<file path="config.mk">
export PLATFORM = sky130hd
export DESIGN_NAME = tdm_demux_4ch
export DESIGN_NICKNAME = d
export VERILOG_FILES = /design/src/rtl/tdm_demux_4ch.sv
export SDC_FILE = /design/constraint.sdc
export NUM_CORES = 1
export LEC_CHECK = 0
export ABC_AREA = 0
export BUFFER_PORTS_ARGS = -buffer_cell sky130_fd_sc_hd__buf_2
export CAP_MARGIN = 30
export CORE_MARGIN = 2
export CORE_UTILIZATION = 40
export DETAILED_ROUTE_END_ITERATION = 12
export PLACE_DENSITY = 0.7
export SYNTH_ARGS = -nofsm -noshare
export SYNTH_HDL_FRONTEND = slang
export SYNTH_SLANG_ARGS = --single-unit
</file>
<file path="constraint.sdc">
create_clock -name clk -period 2.3 [get_ports clk]
set_input_delay 0.23 -clock clk [delete_from_list [all_inputs] [get_ports clk]]
set_output_delay 0.23 -clock clk [all_outputs]
set_load 0.01 [all_outputs]
</file>
<file path="src/rtl/tdm_demux_4ch.sv">
// Receive-side TDM demultiplexer: routes a 4-slot serial frame into four
// registered channel outputs, tracking alignment and reporting frames/errors.
module tdm_demux_4ch #(
  parameter int WIDTH = 8
) (
  input  logic             clk,
  input  logic             rst_n,
  input  logic [WIDTH-1:0] in_data,
  input  logic             in_valid,
  input  logic             frame_start,
  output logic [WIDTH-1:0] out0,
  output logic [WIDTH-1:0] out1,
  output logic [WIDTH-1:0] out2,
  output logic [WIDTH-1:0] out3,
  output logic [3:0]       out_valid,
  output logic             frame_done,
  output logic             sync_err,
  output logic [1:0]       slot
);

  localparam logic [0:0] IDLE = 1'b0;
  localparam logic [0:0] RUN  = 1'b1;

  logic [0:0] state;

  always_ff @(posedge clk) begin
    if (!rst_n) begin
      out0       <= '0;
      out1       <= '0;
      out2       <= '0;
      out3       <= '0;
      out_valid  <= '0;
      frame_done <= 1'b0;
      sync_err   <= 1'b0;
      slot       <= '0;
      state      <= IDLE;
    end else begin
      out_valid  <= '0;
      frame_done <= 1'b0;
      sync_err   <= 1'b0;
      if (in_valid) begin
        if (frame_start) begin
          // A slot-0 marker always (re)aligns; inside a frame it is an error.
          out0      <= in_data;
          out_valid <= 4'b0001;
          slot      <= 2'd1;
          state     <= RUN;
          if (state == RUN) sync_err <= 1'b1;
        end else if (state == IDLE) begin
          sync_err <= 1'b1;
        end else begin
          case (slot)
            2'd1: begin
              out1      <= in_data;
              out_valid <= 4'b0010;
            end
            2'd2: begin
              out2      <= in_data;
              out_valid <= 4'b0100;
            end
            2'd3: begin
              out3      <= in_data;
              out_valid <= 4'b1000;
            end
            default: begin
              out0      <= in_data;
              out_valid <= 4'b0001;
            end
          endcase
          if (slot == 2'd3) begin
            slot       <= '0;
            state      <= IDLE;
            frame_done <= 1'b1;
          end else begin
            slot <= slot + 2'd1;
          end
        end
      end
    end
  end

endmodule

</file>
# After elaboration in Yosys (flattened, before gate mapping)
# Index checks and enable logic that the tools add are counted.
[word_totals]
reg_bits = 41
inputBits = 12
out_inout_bits = 40
wordCells = 44
[classes]
n_addsub = 1
n_eq_ne = 4
n_mux = 16
n_bitwise = 4
reduce_logical = 9
[op_table]
columns = ["cell", "n"]
rows = [
  ["two-way mux 8 bit", 3],
  ["one-hot mux 4 bit (3 select lines)", 1],
  ["AND reduction 4 bit", 3],
  ["two-way mux 1 bit", 9],
  ["two-way mux 2 bit", 3],
  ["equality test 2 bit, second input constant", 2],
  ["NOT 1 bit", 4],
  ["AND reduction 2 bit", 2],
  ["OR reduction 4 bit", 1],
  ["AND reduction 3 bit", 1],
  ["OR reduction 3 bit", 1],
  ["adder 2 x 1 -> 2 bit, second input constant", 1],
  ["equality test 2 x 1 -> 1 bit, second input constant", 1],
  ["inequality test 2 x 1 -> 1 bit, second input constant", 1],
  ["nonzero test 2 bit", 1],
]

# Longest topological paths before layout
# Gate-level depths: netlist of run 1.
[depth]
depth_word = 5
ltp_mapped = 6
depth_no_buf = 5

# Worst setup path before layout of run 1
# OpenSTA, ideal clock, no wires.
[synth_timing]
path_type = "register -> register"
start = "register state"
end = "register out0[3]"
setup_ns = 0.072
arrival_time_ns = 1.387
t_required_ns = 2.228
path_slack_ns = 0.841
stages_incl_launch_ff = 6
path_buffers = 0
synth_period_minus_slack_ns = 1.459
path_cell_list = "dfxtp_1 -> inv_1 -> ha_1 -> nand2b_1 -> nor2_4 -> mux2i_1"
[synth_via]
elab_chain_len = 2
[synth_rtl]
columns = ["item", "line_no", "rtl"]
rows = [
  ["start: declaration", "24", "logic [0:0] state;"],
  ["start signal: assignment", "36", "state <= IDLE;"],
  ["start signal: assignment", "47", "state <= RUN;"],
  ["start signal: assignment", "72", "state <= IDLE;"],
  ["nonzero test 2 bit (no source line)", "-", ""],
  ["AND reduction 3 bit (no source line)", "-", ""],
  ["end signal: assignment", "44", "out0 <= in_data;"],
  ["end signal: assignment", "66", "out0 <= in_data;"],
  ["end: declaration", "11", "output logic [WIDTH-1:0] out0,"],
]
# Every way passes these cells.
# A chain may end at the register's enable or synchronous reset.

# Worst setup path in the final report of run 1
[layout_timing]
start = "register state"
end = "register out0[7]"
# Same word-level chain as after synthesis.

==> run metrics, run 1 <==
vias in the first global route=just over 1000; Worst Setup EP=out0[7]$_SDFFE_PN0P_; area of the multi-input gates=between 700 and 800 µm²; met1 usage=between 10% and 20%; Post-Place Setup Slack=about 0.67 ns; drt drc=0; Max Cap Viol=0; GR met2 Demand/Resource=around a fifth; Layout Skew=~0.0051 ns; share of layout cells above drive strength 1=between 40% and 50%; endpoint type of the worst setup path=register; DR WL/cell=11.9 µm; busiest layer in global routing=met2; die area=between 4000 and 5000 µm²; chip width=approximately 69 µm; mean post-synth cell area=around 11 µm²; htree depth=2; Max Buffers Root-to-Sink=2; RSZ-0062 raised after global routing=false; CP startpoint=state$_SDFFE_PN0P_; P_int=between 0.001 and 0.0015 W; Leak=0.975 nW; period utilization=a little under three quarters; clock network fraction of design power=between 40 and 50%; Filler Cells Inserted=365; clock sinks=40; TritonCTS clock tree=yes; area growth from synthesis to layout=23.8%; largest area contributor in the netlist=dfxtp_1; Hold/Removal Path Class=in -> reg; Final Hold Fails=0; Pwr Total=roughly 0.0014 W; Slew @ Worst Pin=~0.52 ns; I/O Buffers=51; first-pass GRT wire length=4730 µm; Area contributors post-synth=dfxtp_1 48%, o21ai_2 10%, ha_1 6.0%, nand3_1 5.7%, mux2i_1 4.8%; share of the synthesized area in the top cell type=48.1%; Yosys warning count=0; critical path peak fanout=8; worst reg-to-reg setup slack=0.67 ns; Setup Fix Bufs, Post-CTS=0; Setup TNS=0 ns; min Tclk post-route=around 1.6 ns; switching share of power=roughly a fifth; number of diodes=0; Power Dens Cells=between 600 and 700 nW/µm²; commonest non-fill, non-tap cell in the layout=buf_2; via count=~1200; slack of the critical path=0.666 ns; WHS=between 0.2 and 0.3 ns; largest net degree at the start of global routing=29; Seq cells post-synth=40; Cell variety after synth=27; initial antenna violation count=0; Synth Cell Area=about 1700 µm²; final net count=228; Crit Reg-Reg Startpoint=state$_SDFFE_PN0P_; initial core utilization=between 40% and 50%; WP data arrival=1.85 ns; Die Ht=slightly below 70 µm; Global Route met3 Usage=~3.2%; GRT Overall Usage=13.9%; Worst VDD drop=between 0.0004 and 0.0005 V; row count=23; Clock Root Buffer=clkbuf_8; worst reg2reg path depth=5; Slew Viols, Final=0; RD Place Congestion=0.754; register area=roughly 800 µm²; Core Footprint=4000 µm²; status=complete, no violations; Starting DRT DRC Count=slightly above 70; Pre-Repair DR Iteration Count=4; dpl hpwl=approximately 2300 µm; max frequency=612 MHz; Detailed Route WL=~3100 µm; sequential power share=50.0%; Max-slew headroom=65.4%; DR vias/cell=4.74; grt total ovfl=0; Reg2Reg Capture Point=out0[7]$_SDFFE_PN0P_; Reg clk slew, reported paths=~0.07 ns; Synth Instances=roughly 160; element type at the critical path start=register; Post-CTS Hold Buffers=0; io pins=52; Clk Latency, worst-skew pair=0.28 ns; Req. time, crit path=between 2 and 3 ns; most frequent cells in the layout=51 x buf_2, 40 x dfxtp_1, 19 x nand2_1, 19 x o21ai_2, 19 x nand3_1; combinational share of power=under 10%; Psw=about 0.00031 W; post-synthesis sequential area ratio=48.1%; Num CTS Buffers=5; Setup CP Type=reg -> reg; post-route ant nets=0; final count of negative-setup-slack endpoints=0; # resized after CTS=0; syn_nets=~180
routing by layer:
metal | routed length [µm] | part of all wire (%)
met1 | 1410 | 46
met2 | 1440 | 47
met3 | 162 | 5.2
met4 | 71 | 2.3
met5 | 0 | 0
power groups by stage:
stage	clock [W]	sequential, W	combinational [W]
floorplan	0	0.000742	0.0000661
global placement	0	0.000737	0.000110
detailed placement	0	0.000737	0.000111
CTS	0.000626	0.000721	0.000111
global route	0.000655	0.000722	0.000122
finish	0.000611	0.000721	0.000110
state kept, by name, indices dropped and copies added (netlist names):
register,cells
out0,8
slot,2
out2,8
frame_done,1
sync_err,1
state,1
out3,8
out_valid,3
out1,8
cell usage after synthesis:
library cell,count
a21boi_0,1
a21oi_1,1
a22oi_1,1
and2_1,3
and2b_1,1
and4_2,1
buf_1,1
buf_2,3
buf_4,2
buf_6,3
clkbuf_1,1
dfxtp_1,40
ha_1,8
inv_1,4
mux2i_1,8
nand2_1,19
nand2b_1,1
nand3_1,19
nand3_2,6
nand4b_4,3
nor2_1,3
nor2_4,1
nor2b_1,1
o21ai_0,1
o21ai_1,5
o21ai_2,19
o221a_2,1
per-stage QoR:
stage          cells  cell area, µm²  util (%)
6_report         259            2060      51.5
2_1_floorplan    157            1660         -
4_1_cts          259            2060      51.5
3_5_place_dp     251            1930      48.3
3_3_place_gp     251            1930      48.3
5_1_grt          259            2060      51.5
cell families (layout without fill, tap and decap cells):
logic type / count (synthesis) / in the layout / share of synthesized area (%)
adder cells (fa/ha/maj): 8 / 8 / 6.02
AO/OA/AOI/OAI: 29 / 29 / 13.7
AND/OR/NAND/NOR: 58 / 58 / 22.2
flip-flops: 40 / 40 / 48.1
multiplexers: 8 / 8 / 4.81
buffers and inverters: 14 / 66 / 5.19
worst min-delay path by stage:
stage,start,to,slack [ns],depth (start not counted)
after floorplan,frame_start,out_valid[0]$_SDFF_PN0_,0.35,2
after global placement,out0[1]$_SDFFE_PN0P_,out0[1]$_SDFFE_PN0P_,0.44,2
after detailed placement,out0[1]$_SDFFE_PN0P_,out0[1]$_SDFFE_PN0P_,0.45,2
after CTS,in_data[1],out1[1]$_SDFFE_PN0P_,0.27,3
after global routing,in_data[1],out1[1]$_SDFFE_PN0P_,0.30,3
final,in_data[1],out1[1]$_SDFFE_PN0P_,0.27,3
critical path: stages, from the launching register on:
cell,delay (ns)
dfxtp_1,0.57
inv_1,0.08
ha_1,0.19
nand2b_1,0.19
nor2_4,0.30
mux2i_1,0.23
final cells by class:
cell class / count / share of cell area (%)
well taps: 50 / 3.04
repair buffers: 54 / 13.5
flip-flops and latches: 40 / 38.9
clock inverters: 1 / 1.46
inverters: 4 / 0.729
multi-input cells: 103 / 37.7
clock buffers: 7 / 4.68
Power figures use the tool's default switching activity.
==> run 2: changes to the inputs <==
- ABC_AREA: 0 -> 1
- clock period: 2.3 -> 1.6 ns (I/O delays scaled with it)
==> run 2 against run 1 <==
  * Utilization rose by 0.93 points
  * Register-to-register slack got worse by 0.49 ns
  * Via count rose by 26%
  * Fmax rose by 15%
  * Critical path type unchanged
  * Worst setup slack got worse by 0.49 ns
  * Clock-buffer cell count fell by 1
  * Sequential share of layout area fell by 1.2 points
  * Die area rose by 2.8%
  * Global-route usage rose by 1.9 points
  * Cell area rose by 3.3%
  * Flip-flop and latch count did not move
  * First-iteration DRC count fell by 30%
  * Largest cell class unchanged
==> run metrics, run 2 <==
status=complete, no violations; share of the synthesized area in the top cell type=between 40% and 50%; Hold/Removal Path Class=in -> reg; TritonCTS clock tree=yes; worst reg-to-reg setup slack=~0.17 ns; syn_nets=around 260; final count of negative-setup-slack endpoints=0; area growth from synthesis to layout=24.1%; Pre-Repair DR Iteration Count=4; top post-synthesis cells by count=72 x nor2_1, 42 x nand2_1, 40 x dfxtp_1, 32 x nand3_1, 20 x inv_1; commonest non-fill, non-tap cell in the layout=nor2_1; Async SR Flop Fraction=0%; Slew @ Worst Pin=0.480 ns; largest family of logic cells by synthesized area=simple AND/OR/NAND/NOR gates; die area=between 4000 and 5000 µm²; area of the multi-input gates=~800 µm²; dominant synthesized flop cell=dfxtp_1; mean post-synth cell area=7.26 µm²; Synth Cell Area=~1700 µm²; min Tclk post-route=around 1.4 ns; XOR/XNOR Fraction of Synth Area=0%; post-route ant nets=0; critical path peak fanout=8; Num CTS Buffers=5; Max Cap Viol=0; final instance area=2130 µm²; Cell variety after synth=17; Core Footprint=approximately 4100 µm²; final net count=308; number of synthesized flops with an enable pin=0; Seq cells post-synth=40; Clk Latency, worst-skew pair=around 0.30 ns; Filler Cells Inserted=about 400; Setup CP Type=reg -> reg; Synth Area in Adders=between 5 and 6%; row count=23; Max-slew headroom=between 60% and 70%; largest net degree at the start of global routing=27; io pins=52; WP data arrival=~1.6 ns; period utilization=roughly nine tenths; register area=801 µm²; Setup TNS=0 ns; compound-gate portion of the synthesized area=2.04%; Post-DP Area=between 2000 and 2500 µm²; chip width=69.5 µm; initial core utilization=a little over two fifths; post-synthesis sequential area ratio=~47%; dpl hpwl=about 2800 µm; Max Buffers Root-to-Sink=2; element type at the critical path start=register; largest area contributor in the netlist=dfxtp_1; Setup Fix Bufs, Post-CTS=0; number of diodes=0; clock sinks=40; Slew Viols, Final=0; Final Hold Fails=0; Post-CTS Hold Buffers=0; Leak=1.08 nW; DR WL/cell=~11 µm; Detailed Route WL=about 3700 µm; htree depth=2; I/O Buffers=51; first-pass GRT wire length=just over 6000 µm; Power Dens Cells=roughly 1000 nW/µm²; DR vias/cell=roughly 4.6; Worst VDD drop=0.000421 V; endpoint type of the worst setup path=register; RD Place Congestion=around 0.8; Layout Skew=between 0.008 and 0.009 ns; Die Ht=just under 70 µm; Synth Instances=236; initial antenna violation count=0; GRT Overall Usage=between 10% and 20%; mux cell area share after synthesis=0%; Clock Root Buffer=clkbuf_8; max frequency=around 700 MHz; RSZ-0062 raised after global routing=false; share of layout cells above drive strength 1=a little under a quarter; grt total ovfl=0; vias in the first global route=between 1000 and 1500; Req. time, crit path=between 1.5 and 2 ns; Area contributors post-synth=dfxtp_1 47%, nor2_1 16%, nand3_1 9.3%, nand2_1 9.2%, ha_1 5.8%; Starting DRT DRC Count=50; via count=1553; Reg clk slew, reported paths=0.08 ns; drt drc=0; simple-gate portion of the synthesized area=38.3%; top-count cell post-synth=nor2_1; Yosys warning count=0; most frequent cells in the layout=72 x nor2_1, 51 x buf_2, 42 x nand2_1, 40 x dfxtp_1, 32 x nand3_1
-- run 2: changes by cell type after synthesis, moves of 8 or more --
cell     before  now
nor2_1        3   72
inv_1         4   20
mux2i_1       8    0
o21ai_2      19    0
nand3_1      19   32
nand2_1      19   42
-- run 2: path summary, 6_finish.rpt --
kind | startpoint | to | cells after the start
setup / recovery | slot[0]$_SDFFE_PN0P_ | out0[1]$_SDFFE_PN0P_ | 6
hold / removal | in_valid | sync_err$_SDFF_PN0_ | 3
setup reg to reg | slot[0]$_SDFFE_PN0P_ | out0[1]$_SDFFE_PN0P_ | 6
hold reg to reg | out3[4]$_SDFFE_PN0P_ | out3[4]$_SDFFE_PN0P_ | 2
-- run 2: repair_timing --
action / in CTS / in global routing
endpoints found under the hold margin: 0 / 0
endpoints found under the setup margin: 0 / 4
gates resized for setup: 0 / 1
-- run 2: report_power, final --
group          internal (W)  switching, W
registers           0.00102     0.0000197
clock network      0.000510      0.000360
logic             0.0000750      0.000140
-- run 2: metal layers --
metal	routed length [µm]	up-vias	GRT usage, %
met4	47	0	6.54
met1	1810	670	20.6
met3	263	4	5.09
met5	0	-	0
li1	-	827	-
met2	1580	52	24.0
-- run 2: critical path: stages, from the launching register on --
cell and delay [ns]:
dfxtp_1 0.47, inv_1 0.13, ha_1 0.24, nor2_1 0.24, nor2_4 0.11, nor2_1 0.10
nor2_1 0.05
-- run 2: kinds of logic after synthesis --
family / Yosys count
adder cells (fa/ha/maj): 8
AND/OR/NAND/NOR: 153
AO/OA/AOI/OAI: 6
flip-flops: 40
buffers and inverters: 29
-- run 2: area by class of cell --
cell class	count	area share, %
Tap cell	50	2.94
Clock buffer	6	3.88
Inverter	22	3.88
Sequential cell	40	37.6
Multi-Input combinational cell	167	37.5
Clock inverter	2	1.82
Timing Repair Buffer	52	12.4
-- run 2: per-stage QoR --
| stage | setup WS [ns] | util, % | hold WS, ns | total power (W) | std cells |
|---|---|---|---|---|---|
| 2_1_floorplan | 0.323 | - | 0.298 | 0.00121 | 236 |
| 3_3_place_gp | 0.241 | 49.3 | 0.458 | 0.00128 | 331 |
| 3_5_place_dp | 0.183 | 49.3 | 0.467 | 0.00128 | 331 |
| 4_1_cts | 0.184 | 52.3 | 0.168 | 0.00215 | 339 |
| 5_1_grt | 0.0349 | 52.4 | 0.176 | 0.00222 | 339 |
| 6_report | 0.175 | 52.4 | 0.177 | 0.00213 | 339 |
